--- src/rtl/mealy_sequence_generator.sv ---
// Serial pattern transmitter: shifts a latched pattern out MSB first for a programmed number of
// repetitions with an idle gap between them, flagging the last bit of every repetition.
module mealy_sequence_generator #(
   parameter int PATTERN_W = 4,
   parameter int LEN_W     = 3,
   parameter int REP_W     = 8,
   parameter int GAP_W     = 4
) (
   input  logic                 i_Clk,
   input  logic                 Reset_n,
   input  logic                 i_Start,
   input  logic [PATTERN_W-1:0] i_Pattern,
   input  logic [LEN_W-1:0]     i_Len,
   input  logic [REP_W-1:0]     i_Repeat,
   input  logic [GAP_W-1:0]     i_Gap,
   input  logic                 i_Idle_Level,
   output logic                 Sequence,
   output logic                 o_Valid,
   output logic                 o_Last,
   output logic                 o_Busy,
   output logic                 o_Done,
   output logic [1:0]           o_State
);

   localparam int IDX_W = (PATTERN_W > 1) ? $clog2(PATTERN_W) : 1;

   typedef enum logic [1:0] {ST_IDLE, ST_SEND, ST_GAP, ST_DONE} state_e;

   // Handshake: i_Start is a level sampled on any rising edge while IDLE; there is no ready signal,
   // o_Busy high means a start would be ignored, and o_Done marks the single cycle before IDLE.

   state_e               state_q, state_d;
   logic [PATTERN_W-1:0] pattern_q, pattern_d;
   logic [IDX_W-1:0]     top_q, top_d;
   logic [IDX_W-1:0]     bit_q, bit_d;
   logic [REP_W-1:0]     rep_q, rep_d;
   logic [GAP_W-1:0]     gap_q, gap_d;
   logic [GAP_W-1:0]     gap_cnt_q, gap_cnt_d;
   logic                 idle_q, idle_d;
   logic                 seq_q, seq_d;
   logic                 valid_q, valid_d;
   logic                 last_q, last_d;
   logic                 busy_q, busy_d;
   logic                 done_q, done_d;

   logic [LEN_W-1:0]     eff_len;
   logic [LEN_W-1:0]     len_m1;
   logic [IDX_W-1:0]     bit_dec;

   assign eff_len = (i_Len > LEN_W'(PATTERN_W)) ? LEN_W'(PATTERN_W) : i_Len;
   assign len_m1  = eff_len - LEN_W'(1);
   assign bit_dec = bit_q - IDX_W'(1);

   always_comb begin
      state_d   = state_q;
      pattern_d = pattern_q;
      top_d     = top_q;
      bit_d     = bit_q;
      rep_d     = rep_q;
      gap_d     = gap_q;
      gap_cnt_d = gap_cnt_q;
      idle_d    = idle_q;
      seq_d     = idle_q;
      valid_d   = 1'b0;
      last_d    = 1'b0;
      busy_d    = 1'b1;
      done_d    = 1'b0;

      case (state_q)
         ST_IDLE: begin
            busy_d = 1'b0;
            if (i_Start) begin
               pattern_d = i_Pattern;
               top_d     = len_m1[IDX_W-1:0];
               rep_d     = i_Repeat;
               gap_d     = i_Gap;
               idle_d    = i_Idle_Level;
               busy_d    = 1'b1;
               seq_d     = i_Idle_Level;
               if (eff_len == '0 || i_Repeat == '0) begin
                  state_d = ST_DONE;
                  done_d  = 1'b1;
               end else begin
                  // rep_q counts repetitions still to start after the current one
                  state_d = ST_SEND;
                  bit_d   = len_m1[IDX_W-1:0];
                  seq_d   = i_Pattern[len_m1[IDX_W-1:0]];
                  valid_d = 1'b1;
                  last_d  = (len_m1 == '0);
                  rep_d   = i_Repeat - REP_W'(1);
               end
            end
         end
         ST_SEND: begin
            if (bit_q != '0) begin
               bit_d   = bit_dec;
               seq_d   = pattern_q[bit_dec];
               valid_d = 1'b1;
               last_d  = (bit_dec == '0);
            end else if (rep_q == '0) begin
               state_d = ST_DONE;
               done_d  = 1'b1;
            end else begin
               rep_d = rep_q - REP_W'(1);
               if (gap_q != '0) begin
                  state_d   = ST_GAP;
                  gap_cnt_d = gap_q - GAP_W'(1);
               end else begin
                  bit_d   = top_q;
                  seq_d   = pattern_q[top_q];
                  valid_d = 1'b1;
                  last_d  = (top_q == '0);
               end
            end
         end
         ST_GAP: begin
            if (gap_cnt_q == '0) begin
               state_d = ST_SEND;
               bit_d   = top_q;
               seq_d   = pattern_q[top_q];
               valid_d = 1'b1;
               last_d  = (top_q == '0);
            end else begin
               gap_cnt_d = gap_cnt_q - GAP_W'(1);
            end
         end
         ST_DONE: begin
            state_d = ST_IDLE;
            busy_d  = 1'b0;
         end
         default: begin
            state_d = ST_IDLE;
            busy_d  = 1'b0;
         end
      endcase
   end

   always_ff @(posedge i_Clk) begin
      if (!Reset_n) begin
         state_q   <= ST_IDLE;
         pattern_q <= '0;
         top_q     <= '0;
         bit_q     <= '0;
         rep_q     <= '0;
         gap_q     <= '0;
         gap_cnt_q <= '0;
         idle_q    <= 1'b0;
         seq_q     <= 1'b0;
         valid_q   <= 1'b0;
         last_q    <= 1'b0;
         busy_q    <= 1'b0;
         done_q    <= 1'b0;
      end else begin
         state_q   <= state_d;
         pattern_q <= pattern_d;
         top_q     <= top_d;
         bit_q     <= bit_d;
         rep_q     <= rep_d;
         gap_q     <= gap_d;
         gap_cnt_q <= gap_cnt_d;
         idle_q    <= idle_d;
         seq_q     <= seq_d;
         valid_q   <= valid_d;
         last_q    <= last_d;
         busy_q    <= busy_d;
         done_q    <= done_d;
      end
   end

   assign Sequence = seq_q;
   assign o_Valid  = valid_q;
   assign o_Last   = last_q;
   assign o_Busy   = busy_q;
   assign o_Done   = done_q;
   assign o_State  = state_q;

endmodule

--- config.mk ---
export PLATFORM = sky130hd
export DESIGN_NAME = mealy_sequence_generator
export DESIGN_NICKNAME = d
export VERILOG_FILES = /design/src/rtl/mealy_sequence_generator.sv
export SDC_FILE = /design/constraint.sdc
export NUM_CORES = 1
export LEC_CHECK = 0
export ABC_AREA = 0
export BUFFER_PORTS_ARGS = -buffer_cell sky130_fd_sc_hd__buf_4
export CORE_ASPECT_RATIO = 1.5
export CORE_UTILIZATION = 50
export DETAILED_ROUTE_END_ITERATION = 12
export PLACE_DENSITY = 0.71
export SETUP_SLACK_MARGIN = 0.4
export SYNTH_ARGS = -nofsm -noshare
export SYNTH_HDL_FRONTEND = slang
export SYNTH_SLANG_ARGS = --single-unit
--- constraint.sdc ---
create_clock -name i_Clk -period 4.8 [get_ports i_Clk]
set_input_delay 0.72 -clock i_Clk [delete_from_list [all_inputs] [get_ports i_Clk]]
set_output_delay 0.72 -clock i_Clk [all_outputs]
set_load 0.01 [all_outputs]
==> Yosys cells after proc, flatten, opt, wreduce, memory -nomap -nowiden <==
Index checks and enable logic that the tools add are counted.
{ "totals": {"reg_bits": 32, "out_inout_bits": 7, "elab_cells": 114} }
{ "op_classes": {"n_addsub": 6, "magnitude_cmp": 4, "n_eq_ne": 13, "mux": 59, "reduce_logical": 19} }
{ "ops": {"columns": ["operator", "count"], "rows": [
  ["8-bit 2-to-1 mux", 4],
  ["1-bit 2-to-1 mux", 26],
  ["2-bit 2-to-1 mux", 12],
  ["8-bit logical NOT", 2],
  ["4-bit 2-to-1 mux", 4],
  ["8-bit one-hot mux with 2 select lines", 1],
  ["8-bit by 1-bit subtractor with 8-bit output (second input constant)", 2],
  ["2-bit inequality test (second input constant)", 7],
  ["2-bit by 3-bit < comparator with 1-bit output (second input constant)", 3],
  ["3-bit inequality test (second input constant)", 3],
  ["1-bit one-hot mux with 3 select lines", 3],
  ["2-bit one-hot mux with 4 select lines", 1],
  ["4-bit one-hot mux with 2 select lines", 1],
  ["4-bit AND reduction", 2],
  ["4-bit by 1-bit subtractor with 4-bit output (second input constant)", 2],
  ["1-bit binary-select mux with 2-bit select", 3],
  ["2-bit logical NOT", 3],
  ["3-bit logical NOT", 2],
  ["2-bit one-hot mux with 3 select lines", 1],
  ["6-bit AND reduction", 1],
  ["2-bit nonzero test", 3],
  ["5-bit AND reduction", 1],
  ["2-bit == test (second input constant)", 2],
  ["4-bit logical NOT", 1],
  ["other kinds (10)", 11]
]} }

==> Longest topological paths before layout <==
Gate-level depths: netlist of run 1.
{ "logic_depth": {"word_depth": 8, "depth_mapped": 9} }

==> Worst setup path before layout of run 1 <==
Ideal clock, no wire load.
{ "synth_timing": {"path_kind": "input -> register", "startpoint": "input port i_Repeat[0]", "endpoint": "register bit_q[1]", "setup_ps": 128, "arrival_time_ps": 2105, "required_ps": 4672, "setup_slack_ps": 2567, "stages": 7, "n_path_buf": 0, "path_cell_list": "inv_1 > ha_1 > nor4b_4 > a21oi_1 > o221a_2 > mux2i_1 > nor2_1"} }
{ "synth_via": {"elab_chain_cells": 4} }
{ "synth_rtl": {"columns": ["item", "line_no", "rtl"], "rows": [
  ["start: declaration", "14", "input logic [REP_W-1:0] i_Repeat,"],
  ["8-bit logical NOT", "80", "if (eff_len == '0 || i_Repeat == '0) begin"],
  ["1-bit logical OR", "80", null],
  ["2-bit inequality test (no line)", null, null],
  ["6-bit AND reduction (no line)", null, null],
  ["end signal: assignment", "157", "bit_q <= bit_d;"],
  ["end: declaration", "35", "logic [IDX_W-1:0] bit_q, bit_d;"]
]} }
Every way passes these cells.
A chain may end at the register's enable or synchronous reset.

==> Final worst setup path of run 1 <==
{ "layout_timing": {"startpoint": "register state_q[0], in the netlist o_State[0]", "endpoint": "register rep_q[1]"} }
{ "layout_via": {"elab_chain_cells": 3} }
{ "layout_rtl": {"columns": ["item", "line_no", "rtl"], "rows": [
  ["start: declaration", "32", "state_e state_q, state_d;"],
  ["start signal: assignment", "154", "state_q <= state_d;"],
  ["2-bit by 1-bit == test with 1-bit output or 2-bit logical NOT (tied branches)", "69", "case (state_q)"],
  ["2-bit inequality test (no line) or 2-bit nonzero test (tied branches)", null, null],
  ["4-bit AND reduction (no line)", null, null],
  ["end signal: assignment", "158", "rep_q <= rep_d;"],
  ["end: declaration", "36", "logic [REP_W-1:0] rep_q, rep_d;"]
]} }
Parallel ways exist; a longest one is shown, timed or not.

==> results of run 1 <==
-- cell families (layout without fill, tap and decap cells) --
logic type                 Yosys count  in the layout
muxes                               14             14
DFF                                 32             32
adders and majority gates           13             13
xor gates and xnor gates             4              4
AOI/OAI and AO/OA                   84             84
buffers and inverters               30             56
and+or+nand+nor                     97             97
-- registers in the layout, indices dropped and copies added, names as in the netlist, 2 cells and up --
name / flops
bit_q: 2
top_q: 2
rep_q: 8
gap_q: 4
gap_cnt_q: 4
o_State: 2
pattern_q: 4
-- cell usage after synthesis (2+ instances only) --
library cell,n,area [um2]
xnor2_1,3,26.3
ha_1,13,163
nand2_1,27,101
nor3_1,7,35.0
o21ai_0,10,50.1
nand3_1,2,10.0
nor2_1,22,82.6
or4_1,5,37.5
a21oi_1,29,145
nand2b_1,4,25.0
a211oi_1,8,60.1
inv_1,20,75.1
and2_1,2,12.5
o221a_2,3,33.8
o211ai_1,5,37.5
mux2i_1,10,100
nor2b_1,5,31.3
a21o_1,2,15.0
clkbuf_1,9,33.8
a22oi_1,2,15.0
mux2_2,2,22.5
nand3b_1,3,22.5
a32oi_1,2,17.5
o21a_1,3,22.5
nor4_1,2,12.5
a31oi_1,4,25.0
mux4_2,2,45.0
o31a_1,4,35.0
dfxtp_1,32,641
nor3b_1,3,22.5
or3_1,7,43.8
-- worst max-delay path: cells and delay by family, from the launching register on --
family	cells	cell delay, ps
fa+ha+maj	1	710
simple gates	2	680
compound gates	3	620
flops	1	450
-- final timing paths --
path                                  to  slack [ps]  depth (start not counted)
worst max-delay path            rep_q[1]        2220                          6
worst min-delay path            gap_q[0]         460                          2
worst max register to register  rep_q[1]        2220                          6
worst min register to register  gap_q[0]         460                          2
-- metal layers --
layer	share of wire [%]	wire (um)
met1	39	2220
met2	54	3080
met3	3.5	198
met4	4.0	231
met5	0	0
-- layout make-up --
cell class	instances	area, um2	share of cell area (%)
multi-input cells	212	1460	57.3
flip-flops and latches	32	641	25.1
inverters	20	75.1	2.95
repair buffers	29	218	8.55
well taps	46	57.6	2.26
clock buffers	7	96.3	3.78
-- where the power goes --
part	switching, mW	total (mW)	internal, mW
Combinational	0.536	0.923	0.387
Clock	0.102	0.230	0.128
Sequential	0.0891	0.443	0.354
==> out/metrics.cfg, run 1 <==
[run_status]
status = completed

[worst_setup_path]
critical-path-slowest-cell = ha_1
critPathRequiredTime_ps = 4990
cp.arrival_ps = 2770
slowest_delay_ps = 710
path_class = register to register
r2r-start = o_State[0]
worstSetupStartpointType = register
path_cells = ha_1 > nor2_1 > or3_1 > a21oi_1 > o21ai_0 > o221a_2
cp-startpoint = o_State[0]
cp-end-kind = register
path_max_fanout = 25

[grt]
top_usage_layer = met2
grtUsageTotal_pct = 26.2
grt_pass1_vias = 2039
grt_max_degree = 26
grt_overflow_total = 0
grt_pass1_wl_um = 9520
use_met3_pct = 4.19
grtUsageMet1_pct = 27.1
grtUsageMet2_pct = 48.4
antenna_found_initial = 0

[layout]
final_cell_mix = dfxtp_1, a21oi_1, buf_4, nand2_1, nor2_1
fillers = 419
drive_gt1_share_pct = 16.3
layout.nets = 336
antenna_cells = 0
stdcell_count = 346
final_area_um2 = 2550
area.growth.synth_to_final_pct = 15.0
fin_util_pct = 60.0
layout_commonest_cell = dfxtp_1

[routing]
wl_um = 5730
drtIter0Drc = 63
vias = 2129
post_drt_via_cell_ratio = 6.15
drc = 0
first_pass_iters = 4
ant_nets = 0
wl_per_cell_um = 16.6

[sta]
rsz0062_at_grt = no
hold_viol_final = 0
finalMaxSlewViolations = 0
fin_worst_skew_ps = 12.3
max_freq_ghz = 0.388
worstMarginPinSlew_ps = 831
finalSetupViolations = 0
finalCritPeriodShare_pct = 53.7
finalCriticalPeriod_ps = 2580
hold_slack_ps = 465
setup_slack_ps = 2220
worst_slew_margin_rel_pct = 44.6
setup_tns_ps = 0

[placed_design]
dp.cells = 339
place.gp.congestion = 0.883
placement.io_buffers = 29
place_area_um2 = 2450
place_hpwl_um = 4350
pre_cts_ws_ps = 2140

[synthesis]
postSynthNetCount = 310
synth_cells = 274
synthFlopType = dfxtp_1
synthMuxAreaShare_pct = 7.57
synth-compound-area-share_pct = 25.6
synth_top_family_by_area = compound AO/OA/AOI/OAI gates
yosysSeqAreaShare_pct = 28.9
synth-simple-area-share_pct = 23.8
postSynth.asyncResetShare_pct = 0
syn_area_per_cell_um2 = 8.08
netlist_area_um2 = 2210
synth-edff-count = 0
netlist-cell-type-count = 53
synthXorXnorAreaFrac_pct = 1.58
synth_warnings = 0
synth-seq-cells = 32
synthAdderAreaFrac_pct = 7.34

[floorplanning]
initial_core_util_pct = 52.2
die_w_um = 56.3
fp.dieH_um = 83.5
core_um2 = 4250
die-area_um2 = 4700
rows = 29
boundaryPins = 30

[pwr]
power_leakage_nw = 1.04
powerDensity_nw_per_um2 = 627
max-vdd-ir-drop_mv = 0.344
power_mw = 1.60

[cts]
postCtsSetupBuffers = 0
root_buffer = clkbuf_8
clock_latency_ps = 300
post_cts_resized = 0
path_clk_slew_ps = 70
ctsHoldBuffers = 0
htreeDepth = 2
cts.sinks = 32
numCtsBuffers = 5
cts_tree = built
clock_path_buffers = 2

[hold_path]
worstHoldPathType = register to register
min_from = gap_q[0]

[run]
cap_violations = 0

Power figures use the tool's default switching activity.
==> run 2, diff against run 1 <==
--- a/config.mk
+++ b/config.mk
@@ -10,7 +10,7 @@
 export CORE_ASPECT_RATIO = 1.5
 export CORE_UTILIZATION = 50
 export DETAILED_ROUTE_END_ITERATION = 12
-export PLACE_DENSITY = 0.71
+export PLACE_DENSITY = 0.74
 export SETUP_SLACK_MARGIN = 0.4
 export SYNTH_ARGS = -nofsm -noshare
 export SYNTH_HDL_FRONTEND = slang
==> constraint.sdc (replaced) <==
create_clock -name i_Clk -period 2.1 [get_ports i_Clk]
set_input_delay 0.315 -clock i_Clk [delete_from_list [all_inputs] [get_ports i_Clk]]
set_output_delay 0.315 -clock i_Clk [all_outputs]
set_load 0.01 [all_outputs]
==> run 2 against run 1 <==
  * Final cell count grew 12%
  * Combinational power grew to 4.0 times the previous value
  * Worst hold slack lost 200 ps
  * Global-route usage grew 1.9 points
  * Power grew to 3.3 times the previous value
  * Final area grew 27%
  * Sequential share of layout area shrank 4.9 points
  * Clock power grew 120%
  * Clock skew shrank 4.9 ps
  * Register-to-register slack lost 2100 ps
  * Highest routed layer unchanged
==> out/metrics.cfg, run 2 (synthesized netlist as in run 1, its figures left out) <==
[floorplanning]
die-area_um2 = 4700
fp.dieH_um = 83.5
rows = 29
initial_core_util_pct = 52.2
boundaryPins = 30
core_um2 = 4250
die_w_um = 56.3

[cts]
htreeDepth = 2
ctsHoldBuffers = 0
path_clk_slew_ps = 70
numCtsBuffers = 5
root_buffer = clkbuf_8
cts.sinks = 32
clock_path_buffers = 2
clock_latency_ps = 290
cts_tree = built

[sta]
worst_slew_margin_rel_pct = 60.9
worstMarginPinSlew_ps = 581
rsz0062_at_grt = yes
setup_tns_ps = 0
hold_viol_final = 0
fin_worst_skew_ps = 7.37
finalCriticalPeriod_ps = 1980
max_freq_ghz = 0.506
setup_slack_ps = 124
finalMaxSlewViolations = 0
finalCritPeriodShare_pct = 94.1
finalSetupViolations = 0

[worst_setup_path]
r2r-end = gap_cnt_q[2]
worst-r2r-setup-slack_ps = 120
worstSetupStartpointType = register
critPathRequiredTime_ps = 2270
r2r-start = rep_q[0]
path_class = register to register
worstRegToRegCells = 7
cp.arrival_ps = 2150
cp-end-kind = register
path_max_fanout = 3

[routing]
wl_per_cell_um = 18.1
drtIter0Drc = 142
wl_um = 6990
vias = 2385
ant_nets = 0
post_drt_via_cell_ratio = 6.18
drc = 0
first_pass_iters = 4

[grt]
grt_pass1_wl_um = 10500
antenna_found_initial = 0
grtUsageTotal_pct = 28.2
grt_max_degree = 25
grt_pass1_vias = 2306
grt_overflow_total = 0

[hold_path]
worstHoldPathType = input pin to register
worstHoldPathCells = 3
hold_end = gap_q[1]
min_from = i_Gap[1]

[layout]
area.growth.synth_to_final_pct = 46.0
largest_reg_flops = 8
antenna_cells = 0
drive_gt1_share_pct = 41.5
layout_commonest_cell = buf_4
largest-register = rep_q
layout.nets = 375
final_cell_mix = buf_4, nand2_1, dfxtp_1, a21oi_1, nor2_1

[pwr]
power_mw = 5.24
powerDensity_nw_per_um2 = 1620
max-vdd-ir-drop_mv = 1.80
power_leakage_nw = 1.32

[placed_design]
place_hpwl_um = 4430
pre_cts_ws_ps = 49.0
placement.io_buffers = 29
place.gp.congestion = 0.873

[run_status]
status = completed

[run]
cap_violations = 0

==> run 2: cell count changes in the layout (fill, tap and decap cells not counted), sizes merged <==
| cell | before | now |
|---|---|---|
| clkinv | 0 | 2 |
| bufbuf | 0 | 1 |
| buf | 29 | 66 |
==> run 2: worst max-delay path by stage <==
stage                        end  startpoint  slack, ps  cells past startpoint
floorplan               rep_q[1]  o_State[1]        280                      8
global placement        rep_q[3]    i_Len[2]        140                      8
detailed placement      rep_q[3]    i_Len[2]         50                      8
CTS                 gap_cnt_q[2]    rep_q[0]        210                      7
global route        gap_cnt_q[2]    rep_q[0]         70                      7
finish              gap_cnt_q[2]    rep_q[0]        120                      7
==> run 2: timing repair <==
| action | CTS | global route |
|---|---|---|
| setup endpoints to repair | 19 | 20 |
| pin swaps | 17 | 19 |
| resized for setup | 34 | 20 |
| buffers inserted | 15 | 15 |
| cloned | 1 | 0 |
==> run 2: cell type report <==
| class | count | area, um2 |
|---|---|---|
| Timing Repair Buffer | 68 | 569 |
| Inverter | 20 | 80.1 |
| Multi-Input combinational cell | 212 | 1780 |
| Fill cell | 300 | 1010 |
| Tap cell | 46 | 57.6 |
| Sequential cell | 32 | 656 |
| Clock inverter | 2 | 10.0 |
| Clock buffer | 6 | 82.6 |
==> run 2: per-layer routing <==
layer | track usage, % | vias to the layer above | wire [um]
li1 | - | 1134 | -
met3 | 3.26 | 33 | 348
met2 | 53.2 | 90 | 3740
met5 | 0 | - | 0
met4 | 12.2 | 0 | 277
met1 | 30.6 | 1128 | 2630
==> run 2: stage by stage <==
stage	cell area, um2	instances	hold WS [ps]	utilization, %
after detailed placement	2610	347	469	61.5
final	3230	386	269	76.2
after global routing	3230	386	266	76.2
after global placement	2610	347	456	61.5
after CTS	3010	371	268	70.9
after floorplan	2340	274	424	-
==> run 2: power breakdown <==
part	switching (mW)	internal, mW
Combinational	1.82	1.85
Clock	0.236	0.261
Sequential	0.241	0.828
==> run 2: critical path, cell delays in order, from the launching register on <==
cell      delay, ps
dfxtp_2         330
inv_2            80
ha_4            140
or4b_4          500
o211ai_4        260
a211oi_2        100
o21a_1          180
o31a_1          280
